**src/rtl/debug_capture.sv**
```systemverilog
// debug_capture: timestamps edges on four debug pins and queues them in a
// first-word fall-through event FIFO, with a small IDLE/RUN/DONE capture FSM.
module debug_capture #(
  parameter int FIFO_DEPTH = 16
) (
  input  logic                          CLK,
  input  logic                          RESET_N,
  input  logic [3:0]                    GPIO_IN,
  input  logic [55:0]                   SYS_TIME,
  input  logic [3:0]                    RISE_EN,
  input  logic [3:0]                    FALL_EN,
  input  logic                          ONESHOT,
  input  logic                          START,
  input  logic                          STOP,
  input  logic                          CLEAR,
  input  logic                          RD_EN,
  output logic [63:0]                   RD_DATA,
  output logic                          EMPTY,
  output logic                          FULL,
  output logic [$clog2(FIFO_DEPTH):0]   COUNT,
  output logic                          OVERFLOW,
  output logic [7:0]                    DROP_CNT,
  output logic [1:0]                    STATE
);

  localparam int PTR_W = $clog2(FIFO_DEPTH);
  localparam int CNT_W = PTR_W + 1;
  localparam logic [CNT_W-1:0] DEPTH_C = CNT_W'(FIFO_DEPTH);

  typedef enum logic [1:0] {
    IDLE = 2'd0,
    RUN  = 2'd1,
    DONE = 2'd2
  } state_t;

  state_t             state_q;
  state_t             state_d;
  logic [3:0]         s1;
  logic [3:0]         s2;
  logic [3:0]         s3;
  logic [3:0]         evt_mask;
  logic               vld_p0;
  logic [63:0]        entry_p0;
  logic [63:0]        mem [FIFO_DEPTH];
  logic [PTR_W-1:0]   wr_ptr;
  logic [PTR_W-1:0]   rd_ptr;
  logic [CNT_W-1:0]   count_q;
  logic [CNT_W-1:0]   count_d;
  logic               wr_req;
  logic               wr_acc;
  logic               pop;
  logic               drop;

  // Saturating increment for the dropped-event counter
  function automatic logic [7:0] sat_inc(input logic [7:0] v);
    return (v == 8'hFF) ? v : v + 8'd1;
  endfunction

  // Two-flop synchronizer plus one history flop for edge detection
  always_ff @(posedge CLK) begin
    if (!RESET_N) begin
      s1 <= '0;
      s2 <= '0;
      s3 <= '0;
    end else begin
      s1 <= GPIO_IN;
      s2 <= s1;
      s3 <= s2;
    end
  end

  // Qualified edges of this cycle, several channels merge into one mask
  always_comb begin
    evt_mask = (s2 & ~s3 & RISE_EN) | (~s2 & s3 & FALL_EN);
  end

  // Capture stage p0: only edges seen while already in RUN become events
  always_ff @(posedge CLK) begin
    if (!RESET_N) begin
      vld_p0 <= 1'b0;
    end else begin
      vld_p0 <= (state_q == RUN) && (evt_mask != 4'd0);
    end
  end

  // Capture stage p0 payload: mask, pin levels and timestamp of the edge cycle
  always_ff @(posedge CLK) begin
    entry_p0 <= {evt_mask, s2, SYS_TIME};
  end

  // FIFO write/pop/drop decisions; CLEAR overrides everything
  always_comb begin
    wr_req  = vld_p0 && (state_q == RUN);
    pop     = RD_EN && !EMPTY && !CLEAR;
    wr_acc  = wr_req && (!FULL || pop) && !CLEAR;
    drop    = wr_req && FULL && !pop && !CLEAR;
    count_d = count_q;
    if (CLEAR) begin
      count_d = '0;
    end else if (wr_acc && !pop) begin
      count_d = count_q + CNT_W'(1);
    end else if (pop && !wr_acc) begin
      count_d = count_q - CNT_W'(1);
    end
  end

  // Capture FSM next state; STOP beats START, DONE entered once the FIFO fills
  always_comb begin
    state_d = state_q;
    unique case (state_q)
      IDLE: if (START && !STOP) state_d = RUN;
      RUN: begin
        if (STOP) state_d = IDLE;
        else if (ONESHOT && (count_d == DEPTH_C)) state_d = DONE;
      end
      DONE: begin
        if (STOP) state_d = IDLE;
        else if (START) state_d = RUN;
      end
      default: state_d = IDLE;
    endcase
  end

  // Capture FSM state register
  always_ff @(posedge CLK) begin
    if (!RESET_N) state_q <= IDLE;
    else          state_q <= state_d;
  end

  // Event storage array, written at the tail
  always_ff @(posedge CLK) begin
    if (wr_acc) mem[wr_ptr] <= entry_p0;
  end

  // Pointers, registered occupancy flags and overflow bookkeeping
  always_ff @(posedge CLK) begin
    if (!RESET_N) begin
      wr_ptr   <= '0;
      rd_ptr   <= '0;
      count_q  <= '0;
      EMPTY    <= 1'b1;
      FULL     <= 1'b0;
      OVERFLOW <= 1'b0;
      DROP_CNT <= 8'd0;
    end else begin
      if (CLEAR) begin
        wr_ptr   <= '0;
        rd_ptr   <= '0;
        OVERFLOW <= 1'b0;
        DROP_CNT <= 8'd0;
      end else begin
        if (wr_acc) wr_ptr <= wr_ptr + PTR_W'(1);
        if (pop)    rd_ptr <= rd_ptr + PTR_W'(1);
        if (drop) begin
          OVERFLOW <= 1'b1;
          DROP_CNT <= sat_inc(DROP_CNT);
        end
      end
      count_q <= count_d;
      EMPTY   <= (count_d == '0);
      FULL    <= (count_d == DEPTH_C);
    end
  end

  assign RD_DATA = mem[rd_ptr];
  assign COUNT   = count_q;
  assign STATE   = state_q;

endmodule

```
**config.mk**
```make
export PLATFORM = sky130hd
export DESIGN_NAME = debug_capture
export DESIGN_NICKNAME = d
export VERILOG_FILES = /design/src/rtl/debug_capture.sv
export SDC_FILE = /design/constraint.sdc
export NUM_CORES = 1
export LEC_CHECK = 0
export BUFFER_PORTS_ARGS = -buffer_cell sky130_fd_sc_hd__buf_2
export CORE_MARGIN = 2
export CORE_UTILIZATION = 55
export CTS_CLUSTER_SIZE = 10
export DETAILED_ROUTE_END_ITERATION = 7
export PLACE_DENSITY = 0.71
export SLEW_MARGIN = 20
export SYNTH_ARGS = -nofsm -noshare
export SYNTH_HDL_FRONTEND = slang
export SYNTH_SLANG_ARGS = --single-unit
```
**constraint.sdc**
```tcl
create_clock -name CLK -period 10.4 [get_ports CLK]
set_clock_uncertainty 0.05 [all_clocks]
set_input_delay 0.52 -clock CLK [delete_from_list [all_inputs] [get_ports CLK]]
set_output_delay 0.52 -clock CLK [all_outputs]
set_load 0.01 [all_outputs]
```
### After elaboration in Yosys (flattened, before gate mapping)

Memories as Yosys holds them, arrays and structs flattened. A register that Yosys moved wholly into a read port is not among the register bits.
Index checks and enable logic that the tools add are counted.

| cells by class | value |
|---|---|
| $add $sub $neg | 5 |
| equal/unequal tests | 7 |
| mux-type cells | 13 |
| bitwise operators | 9 |
| reductions and logical operators | 26 |

Operators with widths:

| operator | count |
|---|---|
| $and A4 B4 Y4 | 4 |
| $mux W5 | 3 |
| $logic_and A1 B1 Y1 | 13 |
| $mux W2 | 5 |
| $add A4 B1 Y4 const B | 2 |
| $add A8 B1 Y8 const B | 1 |
| $eq A8 B8 Y1 const B | 1 |
| $mux W4 | 2 |
| $not A4 Y4 | 2 |
| $logic_not A1 Y1 | 6 |
| $pmux W2 S3 | 1 |
| $add A5 B1 Y5 const B | 1 |
| $eq A5 B5 Y1 const B | 1 |
| $logic_not A5 Y1 | 1 |
| $sub A5 B1 Y5 const B | 1 |
| $or A4 B4 Y4 | 1 |
| $reduce_bool A4 Y1 | 1 |
| $ne A3 B2 Y1 const B | 1 |
| $ne A3 B3 Y1 const B | 1 |
| $reduce_and A3 Y1 | 1 |
| $eq A2 B1 Y1 const B | 1 |
| $eq A2 B2 Y1 const B | 1 |
| $logic_not A2 Y1 | 1 |
| $mux W1 | 2 |
| 5 further kinds | 6 |

| storage, ports and cells | value |
|---|---|
| flip-flop bits (word level) | 103 |
| bits in writable memories | 1024 |
| output and inout bits | 82 |
| memories kept | 1 |

Memory list:

| memory | words | width | read ports | clocked after memory_dff | write ports | RTL line | text |
|---|---|---|---|---|---|---|---|
| mem | 16 | 64 | 1 | 1 | 1 | 44 | `logic [63:0] mem [FIFO_DEPTH];` |

### Longest topological paths before layout

Gate-level depths: netlist of run 1.

| depth | value |
|---|---|
| depth in word-level cells | 16 |
| depth in mapped cells | 8 |
| mapped depth without buffers | 8 |

### Worst setup path before layout of run 1

No wires, ideal clock.

| path | value |
|---|---|
| path kind | input to register |
| start point | input RD_EN |
| end point | memory mem[3][0] (enable) |
| arrival time | 5773 ps |
| setup slack | 4013 ps |
| stages | 7 |
| cell sequence | nand2b_1 clkbuf_2 nor2_1 nor2b_1 nor2_1 nand2_1 nor3_1 |

| on the way | value |
|---|---|
| longest elaborated chain between the ends | 7 |

RTL lines:

| element | RTL line | text |
|---|---|---|
| from (decl) | 16 | `input logic RD_EN,` |
| $logic_and A1 B1 Y1 (2 in a row) | 94 | `pop = RD_EN && !EMPTY && !CLEAR;` |
| $logic_or A1 B1 Y1 | 95 | `wr_acc = wr_req && (!FULL \|\| pop) && !CLEAR;` |
| $logic_and A1 B1 Y1 (2 in a row) | 95 |  |
| $mux W1 | 132 | `if (wr_acc) mem[wr_ptr] <= entry_p0;` |
| $mux W1 (not written as such) | 132 |  |
| to (decl) | 44 |  |

Every way passes these cells.

==> qor.csv, run 1 <==
stage,metric,value,unit
outcome,status,"finished, final reports clean",
sta,relSlewSlack,0.289,
cts,ctsHtreeMaxLevel,4,
worst_setup_path,cp_top_family,buffers and inverters,
detailed_routing,drt_first_pass_iters,5,
sta,hold_slack,0.0598,ns
worst_setup_path,critPathRequiredTime,9.83,ns
die,die-area,0.0776,mm2
cts,hold_buffers,62,
logic_synthesis,synth_fp_nets,1782,
logic_synthesis,yosys_warnings,0,
die,die_w,279,um
cts,numCtsBuffers,132,
cts,clockBufferDepth,3,
placement,place.gp.congestion,0.757,
grt,grt_antenna_before_repair,2,
logic_synthesis,synth_seq_cells,1131,
detailed_routing,met3_length,7210,um
detailed_routing,met2_length,43700,um
sta,fmax,194,MHz
power,leakagePower,0.0150,uW
power,seqPwrFrac,0.541,
cells_and_area,nNetsFinal,2089,
sta,period_needed,5.15,ns
cts,clockRootBuffer,clkbuf_16,
cts,cts_num_sinks,1131,
cells_and_area,antenna_cells,0,
cts,cts_resized,0,
worst_setup_path,worst_path_max_delay_cell,dfxtp_4,
worst_setup_path,path_max_fanout,128,
power,switchingPower,1840,uW
worst_setup_path,worstSetupPathType,reg -> out,
grt,track_usage,0.232,
detailed_routing,antenna_left,0,
worst_setup_path,cp.arrival,4.58,ns
detailed_routing,drc,0,
die,initial_core_util,0.556,
grt,gr-total-overflow,0,
worst_setup_path,cp.depth,5,
worst_setup_path,critical_path.cell_chain,buf_12 > buf_4 > mux4_2 > mux4_2 > buf_2,
cts,tritoncts,done,
sta,rsz0062_at_grt,false,
detailed_routing,wl_met1,34800,um
cts,clock_latency,0.73,ns
power,power_density,193,mW/mm2
worst_setup_path,crit_buf_inv,3,
placement,dp_hpwl,41700,um
cts,path_clk_slew,0.05,ns
worst_setup_path,reg2regPathDepth,8,
detailed_routing,drt-total-wl,87500,um
power,pwr-share-clk,0.447,
run,maxCapViolCount,0,
die,die_h,279,um
worst_setup_path,endpoint_kind,output port,
sta,fin_crit_sh,0.495,
placement,port_buffers,156,
sta,setup_violations,0,
placement,pre_cts_ws,6.02,ns
logic_synthesis,avgSynthCellArea,24.4,um2
power,p_sw_frac,0.198,
sta,worstMarginPinSlew,1.06,ns
worst_setup_path,cpPeakStageDelay,0.98,ns
detailed_routing,vias,19000,
die,num_rows,100,
die,core,0.0746,mm2
worst_setup_path,start_kind,flip-flop,
sta,hold_violations,0,
cells_and_area,fillers,4739,
worst_setup_path,worst_path_most_repeated_cell,mux4_2,
detailed_routing,routedWlPerCell,28.5,um
die,num_io_pins,157,
cells_and_area,final_area,0.0481,mm2
sta,maxSlewViolCount,0,
cells_and_area,drive_gt1_frac,0.326,
logic_synthesis,seq_area_frac_synth,0.793,
detailed_routing,viasPerCell,6.17,
logic_synthesis,synth_cell_types,42,
detailed_routing,drt_iter0_markers,2186,
cts,post_cts_buffers,0,
logic_synthesis,syn-instance-count,1699,
logic_synthesis,syn_area,0.0415,mm2
worst_hold_path,hp-class,in -> reg,
worst_hold_path,min_path_cells,3,
power,ir_worst_vdd,0.000137,V
grt,grt_max_degree,129,
grt,grt_pass1_wl,129000,um
power,pwr-share-comb,0.011,
placement,placed_cell_area,0.0436,mm2
grt,first_global_vias,19900,
sta,worst_slack,5.25,ns
sta,tns,0,ns
detailed_routing,dr.max_layer_used,met5,
cells_and_area,area_growth,15.9,%
power,p_int,7430,uW
final cells by class:
| type | count | area [um2] | share of cell area |
|---|---|---|---|
| repair buffers | 252 | 1730 | 0.0361 |
| clock inverters | 18 | 243 | 0.00505 |
| clock buffers | 214 | 3630 | 0.0755 |
| inverters | 9 | 33.8 | 0.000702 |
| multi-input cells | 480 | 8330 | 0.173 |
| flip-flops and latches | 1131 | 32900 | 0.684 |
| well taps | 969 | 1210 | 0.0252 |
flip-flops by register name (all words and copies together), names as in the netlist, named ones only:
signal    cells
DROP_CNT      8
s3            4
vld_p0        1
mem        1024
entry_p0     64
rd_ptr        4
COUNT         5
s2            4
EMPTY         1
STATE         2
FULL          1
wr_ptr        4
OVERFLOW      1
s1            4
cell families (layout without fill, tap and decap cells):
kind of cell,after synthesis,in the layout,synth area share
flops,1131,1131,0.793
buf+inv,88,493,0.00881
fa+ha+maj,8,8,0.00241
xor+xnor,13,13,0.00274
mux,323,323,0.175
compound gates,21,21,0.00350
simple gates,115,115,0.0151
Yosys cell counts:
cell,n,area share
clkbuf_1,43,0.0039
buf_2,27,0.0033
xor2_1,8,0.0017
and3b_4,1,0.00030
inv_1,9,0.00081
nor4b_1,1,0.00021
buf_1,8,0.00072
a311o_1,1,0.00024
a41oi_1,2,0.00042
nand4_1,4,0.00060
dfxtp_1,107,0.052
nor2_1,41,0.0037
a31oi_1,1,0.00015
mux2i_1,2,0.00048
nor3b_2,1,0.00030
o32ai_1,1,0.00021
and2_1,12,0.0018
nor2b_1,4,0.00060
o21ai_0,7,0.00084
clkbuf_2,1,0.00012
mux2i_2,1,0.00033
edfxtp_1,1024,0.74
or3_1,1,0.00015
a21oi_1,6,0.00072
nor4b_2,2,0.00072
nand4_2,1,0.00030
nand2b_1,6,0.00090
nand3b_1,6,0.0011
o21a_1,1,0.00018
xnor2_1,5,0.0011
nor3_1,10,0.0012
nand4bb_1,1,0.00027
or4_1,1,0.00018
o41ai_1,1,0.00021
nand3_1,2,0.00024
or3b_1,1,0.00021
nor4_1,2,0.00030
a31oi_4,1,0.00051
and4bb_4,1,0.00039
nand2_1,17,0.0015
mux4_2,320,0.17
ha_1,8,0.0024
power groups by stage:
stage / registers (uW) / clock network, uW / logic, uW
floorplan: 5090 / 0 / 57.0
global placement: 5110 / 0 / 84.8
detailed placement: 5110 / 0 / 85.9
CTS: 5020 / 4220 / 106
global route: 5030 / 4400 / 113
finish: 5020 / 4150 / 105
final timing paths:
path | start | end | slack (ns)
worst max-delay path | flip-flop | RD_DATA[41] | 5.25
worst min-delay path | RISE_EN[2] | entry_p0[62] | 0.06
worst max register to register | EMPTY | mem[3][48] | 6.31
worst min register to register | s2[0] | entry_p0[56] | 0.32
layer usage:
metal | vias up | global-route usage
met5 | - | 0
met4 | 4 | 0.0662
met3 | 140 | 0.0498
met2 | 878 | 0.368
met1 | 10100 | 0.333
li1 | 7876 | -
cell usage in the layout (no fill, tap or decap), types with 6 or more instances in the layout:
| cell | netlist | layout |
|---|---|---|
| buf_4 | 0 | 29 |
| edfxtp_1 | 1024 | 1024 |
| inv_1 | 9 | 9 |
| dfxtp_1 | 107 | 103 |
| a21oi_1 | 6 | 6 |
| nor2_1 | 41 | 29 |
| mux4_2 | 320 | 320 |
| buf_2 | 27 | 156 |
| o21ai_0 | 7 | 7 |
| ha_1 | 8 | 8 |
| clkbuf_16 | 0 | 133 |
| xor2_1 | 8 | 8 |
| nand2_1 | 17 | 17 |
| nand3b_1 | 6 | 6 |
| nor3_1 | 10 | 6 |
| nor2_4 | 0 | 12 |
| clkinv_8 | 0 | 6 |
| and2_1 | 12 | 12 |
| dlygate4sd3_1 | 0 | 62 |
| clkbuf_1 | 43 | 81 |
| nand2b_1 | 6 | 6 |
stage by stage:
stage | utilization | total power, uW | std cells
after floorplan | - | 5150 | 1699
after global placement | 0.584 | 5190 | 2777
after detailed placement | 0.584 | 5200 | 2778
after CTS | 0.645 | 9340 | 3072
after global routing | 0.645 | 9540 | 3073
final | 0.645 | 9270 | 3073
worst register-to-register path: cells and delay by family, from the launching register on:
family | cells | cell delay, ns
and+or+nand+nor | 6 | 2.08
buffers and inverters | 2 | 1.25
DFF | 1 | 0.31
No activity file was read; power rests on OpenSTA's default activity.
==> run 2, diff against run 1 <==
- ABC_AREA: unset -> 1
- clock period: 10.4 -> 5.1 ns (I/O delays scaled with it)
==> run 2 against run 1 <==
Against the previous run:
- die area grew 5.7%
- sequential share of layout area shrank 3.3 points
- cell count grew 44%
- clock power grew 100%
- design area grew 5.1%
- setup slack lost 4.4 ns
- combinational power grew 17%
==> qor.csv, run 2 <==
stage,metric,value,unit
outcome,status,"finished, final reports clean",
worst_setup_path,reg2regPathDepth,7,
cells_and_area,largest_reg_flops,1024,
cts,hold_buffers,80,
die,initial_core_util,0.556,
logic_synthesis,seq_area_frac_synth,0.750,
worst_hold_path,hp-class,in -> reg,
sta,fin_crit_sh,0.827,
logic_synthesis,yosys.area.top_type,edfxtp_1,
die,core,0.0790,mm2
cts,clockBufferDepth,3,
detailed_routing,antenna_left,0,
die,die_w,286,um
cells_and_area,final_area,0.0506,mm2
cells_and_area,finalNonFillerCells,4420,
power,finalPower,18900,uW
die,num_io_pins,157,
placement,place.gp.congestion,0.787,
logic_synthesis,synth_edf_count,1024,
worst_setup_path,start_kind,flip-flop,
placement,port_buffers,156,
cells_and_area,drive_gt1_frac,0.117,
cts,path_clk_slew,0.06,ns
cts,cts_resized,0,
worst_setup_path,r2r-start,STATE[0],
logic_synthesis,avgSynthCellArea,14.4,um2
detailed_routing,drt-total-wl,100000,um
logic_synthesis,ys_top_cells_by_area,"edfxtp_1 70%, mux2i_1 5.8%, dfxtp_1 4.9%, o211ai_1 4.4%, o21ai_0 3.5%",
logic_synthesis,syn_area,0.0439,mm2
sta,setup_violations,0,
worst_setup_path,r2r-end,mem[11][34],
sta,hold_violations,0,
grt,gr-total-overflow,0,
logic_synthesis,synth_seq_cells,1131,
run,maxCapViolCount,0,
sta,relSlewSlack,0.185,
grt,track_usage,0.246,
logic_synthesis,yosys_warnings,0,
cells_and_area,antenna_cells,0,
cells_and_area,reg.largest.list,"mem: 1024 flops, entry_p0: 64 flops, DROP_CNT: 8 flops",
power,leakagePower,0.0168,uW
logic_synthesis,syn-instance-count,3044,
cells_and_area,multiInputGateArea,0.00909,mm2
logic_synthesis,synthArstFlopShare,0,
cells_and_area,fillers,5522,
cells_and_area,mostFrequentLayoutCells,"1,024 x edfxtp_1, 310 x o21ai_0, 301 x inv_1, 282 x a21oi_1, 257 x o211ai_1",
cells_and_area,layout_commonest_cell,edfxtp_1,
worst_setup_path,cp.arrival,3.91,ns
logic_synthesis,synth_fp_nets,3127,
placement,placed_cell_area,0.0459,mm2
sta,rsz0062_at_grt,false,
cells_and_area,area_growth,15.2,%
detailed_routing,vias,26000,
worst_setup_path,endpoint,RD_DATA[56],
detailed_routing,drc,0,
logic_synthesis,synth_ff_type,edfxtp_1,
grt,first_global_vias,25900,
grt,grt_pass1_wl,152000,um
cts,numCtsBuffers,133,
worst_setup_path,critPathRequiredTime,4.80,ns
cts,clock_latency,0.73,ns
sta,tns,0,ns
detailed_routing,drt_first_pass_iters,5,
cts,ctsHtreeMaxLevel,4,
die,die_h,286,um
logic_synthesis,post-synth-top-count-cell,edfxtp_1,
cts,post_cts_buffers,0,
die,num_rows,103,
worst_setup_path,endpoint_kind,output port,
cells_and_area,top_register,mem,
detailed_routing,drt_iter0_markers,2571,
sta,worstMarginPinSlew,1.22,ns
sta,period_needed,4.22,ns
logic_synthesis,synth_cell_types,34,
cts,clockRootBuffer,clkbuf_16,
power,ir_worst_vdd,0.000313,V
cells_and_area,seqCellArea,0.0329,mm2
logic_synthesis,ys_top_cells_by_count,"1,024 x edfxtp_1, 310 x o21ai_0, 302 x inv_1",
grt,grt_max_degree,207,
cells_and_area,nNetsFinal,3356,
power,power_density,373,mW/mm2
die,die-area,0.0821,mm2
worst_setup_path,path_max_fanout,206,
logic_synthesis,yosysTopAreaCellShare,0.701,
detailed_routing,routedWlPerCell,22.7,um
placement,dp_hpwl,51600,um
sta,maxSlewViolCount,0,
worst_setup_path,r2r_setup_slack,1.82,ns
cts,tritoncts,done,
placement,placed_cells,4108,
cts,cts_num_sinks,1131,
sta,hold_slack,0.0371,ns
grt,grt_antenna_before_repair,1,
sta,fmax,237,MHz
worst_setup_path,worstSetupPathType,reg -> out,
detailed_routing,viasPerCell,5.87,
## run 2: cell types whose count changed after synthesis, sizes merged, moves of 12 or more
| cell | previous run | this run |
|---|---|---|
| nand3 | 2 | 81 |
| o211ai | 0 | 257 |
| and2 | 12 | 0 |
| buf | 35 | 84 |
| nand2 | 17 | 137 |
| inv | 9 | 310 |
| mux4 | 320 | 0 |
| o21ai | 7 | 327 |
| clkbuf | 44 | 101 |
| mux2i | 3 | 256 |
| a21oi | 6 | 283 |
## run 2: cell families after synthesis
family | count (synthesis) | synth area share
AOI/OAI and AO/OA | 870 | 0.114
xor gates and xnor gates | 4 | 0.000798
adders and majority gates | 8 | 0.00228
buffers and inverters | 496 | 0.0460
DFF | 1131 | 0.750
muxes | 256 | 0.0584
and+or+nand+nor | 279 | 0.0289
## run 2: final cells by class
class / instances / area share
clock buffers: 216 / 0.0724
multi-input cells: 1417 / 0.180
well taps: 1050 / 0.0260
inverters: 311 / 0.0234
clock inverters: 16 / 0.00421
repair buffers: 279 / 0.0433
flip-flops and latches: 1131 / 0.651
## run 2: critical path, cell delays in order, from the launching register on
cell      delay [ns]
dfxtp_4         0.85
clkinv_8        0.88
buf_4           0.63
o211ai_1        0.27
o211ai_1        0.11
nand2_1         0.19
buf_2           0.16
## run 2: how the worst min path moves through the flow
stage            startpoint      endpoint  cells after the start
2_1_floorplan   SYS_TIME[0]   entry_p0[0]                      0
3_3_place_gp    SYS_TIME[7]   entry_p0[7]                      1
3_5_place_dp   SYS_TIME[47]  entry_p0[47]                      1
4_1_cts          RISE_EN[3]        vld_p0                      5
5_1_grt          RISE_EN[3]        vld_p0                      5
6_report         RISE_EN[3]        vld_p0                      5
## run 2: through the flow
step / utilization / worst slack, ns
3_5_place_dp: 0.581 / 1.63
5_1_grt: 0.640 / 0.665
4_1_cts: 0.640 / 0.850
3_3_place_gp: 0.580 / 1.69
6_report: 0.640 / 0.880
2_1_floorplan: - / 0.799
## run 2: per-layer routing
metal	routed length, um	GRT usage	share of wire
met5	0	0	0
met4	2560	0.0831	0.025
met3	8130	0.0491	0.081
met2	49600	0.408	0.49
met1	40200	0.328	0.40
## run 2: power breakdown
group	switching (uW)	total (uW)	leakage, uW	internal, uW
Sequential	116	10200	0.0101	10100
Clock	3490	8490	0.00185	5000
Combinational	50.4	123	0.00488	72.1
Total	3660	18900	0.0168	15200
==> run 3, diff against run 2 <==
- ABC_AREA: 1 -> 0
- clock period: 5.1 -> 4.3 ns (I/O delays scaled with it)
==> run 3 against run 2 <==
Against the previous run:
- register-to-register slack worse by 0.91 ns
- flip-flop and latch count did not move
- power increased by 19%
- die area shrank 5.4%
- cell count fell by 30%
- critical path type unchanged
- global-route usage decreased by 1.1 points
- non-clock buffer count is 11 higher
- setup slack worse by 0.15 ns
- sequential power rose by 20%
- hold slack better by 0.053 ns
- design area down 3.8%
==> qor.csv, run 3 (synthesis gave the netlist of run 1 again) <==
stage,metric,value,unit
outcome,status,"finished, final reports clean",
die,die_w,279,um
detailed_routing,drt_iter0_markers,1951,
cells_and_area,mostFrequentLayoutCells,"1,024 x edfxtp_1, 320 x mux4_2, 156 x buf_2, 137 x clkbuf_16, 103 x dfxtp_1",
sta,relSlewSlack,0.399,
cts,clockRootBuffer,clkbuf_16,
sta,hold_violations,0,
cells_and_area,finalCoreUtilization,0.652,
worst_setup_path,critPathRequiredTime,4.03,ns
sta,setup_violations,0,
detailed_routing,antenna_left,0,
power,leakagePower,0.0152,uW
cts,ctsHtreeMaxLevel,4,
cts,clock_latency,0.71,ns
cells_and_area,layout_commonest_cell,edfxtp_1,
sta,rsz0062_at_grt,false,
detailed_routing,viasPerCell,6.12,
detailed_routing,drt_first_pass_iters,6,
grt,first_global_vias,20100,
worst_setup_path,worst_path_most_repeated_cell,mux4_2,
cts,numCtsBuffers,132,
grt,gr-total-overflow,0,
sta,fmax,280,MHz
worst_setup_path,endpoint_kind,output port,
die,num_rows,100,
grt,track_usage,0.235,
worst_setup_path,critical_path.cell_chain,buf_12 > mux4_2 > mux4_2 > buf_2,
cts,path_clk_slew,0.05,ns
sta,period_needed,3.57,ns
detailed_routing,drt-total-wl,89100,um
run,maxCapViolCount,0,
sta,hold_slack,0.0900,ns
detailed_routing,routedWlPerCell,28.6,um
placement,dp_hpwl,46900,um
cells_and_area,drive_gt1_frac,0.330,
power,finalPower,22500,uW
die,die-area,0.0776,mm2
grt,grt_antenna_before_repair,1,
cts,cts_resized,0,
power,ir_worst_vdd,0.000292,V
grt,grt_pass1_wl,132000,um
grt,grt_max_degree,81,
sta,maxSlewViolCount,0,
worst_setup_path,worstSetupPathType,reg -> out,
die,die_h,279,um
worst_setup_path,start_kind,flip-flop,
placement,pre_cts_ws,0.911,ns
cells_and_area,nNetsFinal,2127,
cells_and_area,reg.largest.list,"mem: 1024 flops, entry_p0: 64 flops, DROP_CNT: 8 flops",
cells_and_area,top_register,mem,
placement,place.gp.congestion,0.763,
cells_and_area,largest_reg_flops,1024,
worst_setup_path,worst_path_max_delay_cell,mux4_2,
cts,clockBufferDepth,3,
sta,fin_crit_sh,0.830,
die,num_io_pins,157,
die,core,0.0746,mm2
detailed_routing,vias,19100,
placement,port_buffers,156,
power,power_density,462,mW/mm2
cts,post_cts_buffers,0,
sta,worst_slack,0.733,ns
cts,tritoncts,done,
worst_setup_path,path_max_fanout,80,
worst_setup_path,cpPeakStageDelay,0.64,ns
cells_and_area,area_growth,17.3,%
worst_hold_path,hp-class,in -> reg,
detailed_routing,drc,0,
worst_setup_path,cp.arrival,3.30,ns
die,initial_core_util,0.556,
cts,cts_num_sinks,1131,
sta,worstMarginPinSlew,0.901,ns
## run 3: cell types whose count changed in the layout (fill, tap and decap cells not counted), moves of 12 or more
cell,previous run,this run
o21ai_0,310,7
a21oi_1,282,6
mux4_2,0,320
o211ai_1,257,0
o21ai_1,17,0
inv_1,301,9
and2_1,0,12
mux2i_1,256,2
buf_4,20,33
nand2_1,132,17
nand3_1,79,2
## run 3: metal layers
| metal | track usage | vias up | part of all wire |
|---|---|---|---|
| li1 | - | 7953 | - |
| met1 | 0.327 | 10100 | 0.40 |
| met2 | 0.379 | 824 | 0.50 |
| met3 | 0.0459 | 156 | 0.071 |
| met4 | 0.0849 | 0 | 0.028 |
| met5 | 0 | - | 0 |
## run 3: worst paths after layout
path	start	to	slack, ns	cells after the start
setup / recovery	flip-flop	RD_DATA[40]	0.73	4
hold reg to reg	s2[2]	entry_p0[58]	0.33	0
hold / removal	SYS_TIME[46]	entry_p0[46]	0.09	2
setup reg to reg	EMPTY	mem[11][12]	0.91	7
## run 3: timing repair
item | CTS | global route
hold buffers | 80 | 0
hold endpoints to repair | 82 | 0
setup endpoints to repair | 0 | 0
## run 3: through the flow
| step | TNS, ns | cells | instance area, um2 |
|---|---|---|---|
| floorplan | -111.17 | 1699 | 41500 |
| global route | 0 | 3114 | 48700 |
| CTS | 0 | 3114 | 48700 |
| detailed placement | 0 | 2799 | 44000 |
| global placement | 0 | 2799 | 44000 |
| finish | 0 | 3115 | 48700 |
## run 3: report_power, final
part	total [uW]	internal, uW	switching, uW	leakage [uW]
combinational	271	163	108	0.00323
sequential	12200	12000	143	0.0101
clock	10100	5930	4130	0.00185
## run 3: layout make-up
class	count	area [um2]
Antenna cell	1	2.50
Clock buffer	222	3750
Inverter	9	33.8
Clock inverter	13	141
Fill cell	4716	25900
Timing Repair Buffer	290	2250
Tap cell	969	1210
Multi-Input combinational cell	480	8360
Sequential cell	1131	32900
## run 3: critical path, delay by kind of cell, from the launching register on
kind	cells	cell delay [ns]
multiplexers	2	1.16
buffers and inverters	2	0.64
flip-flops	1	0.57
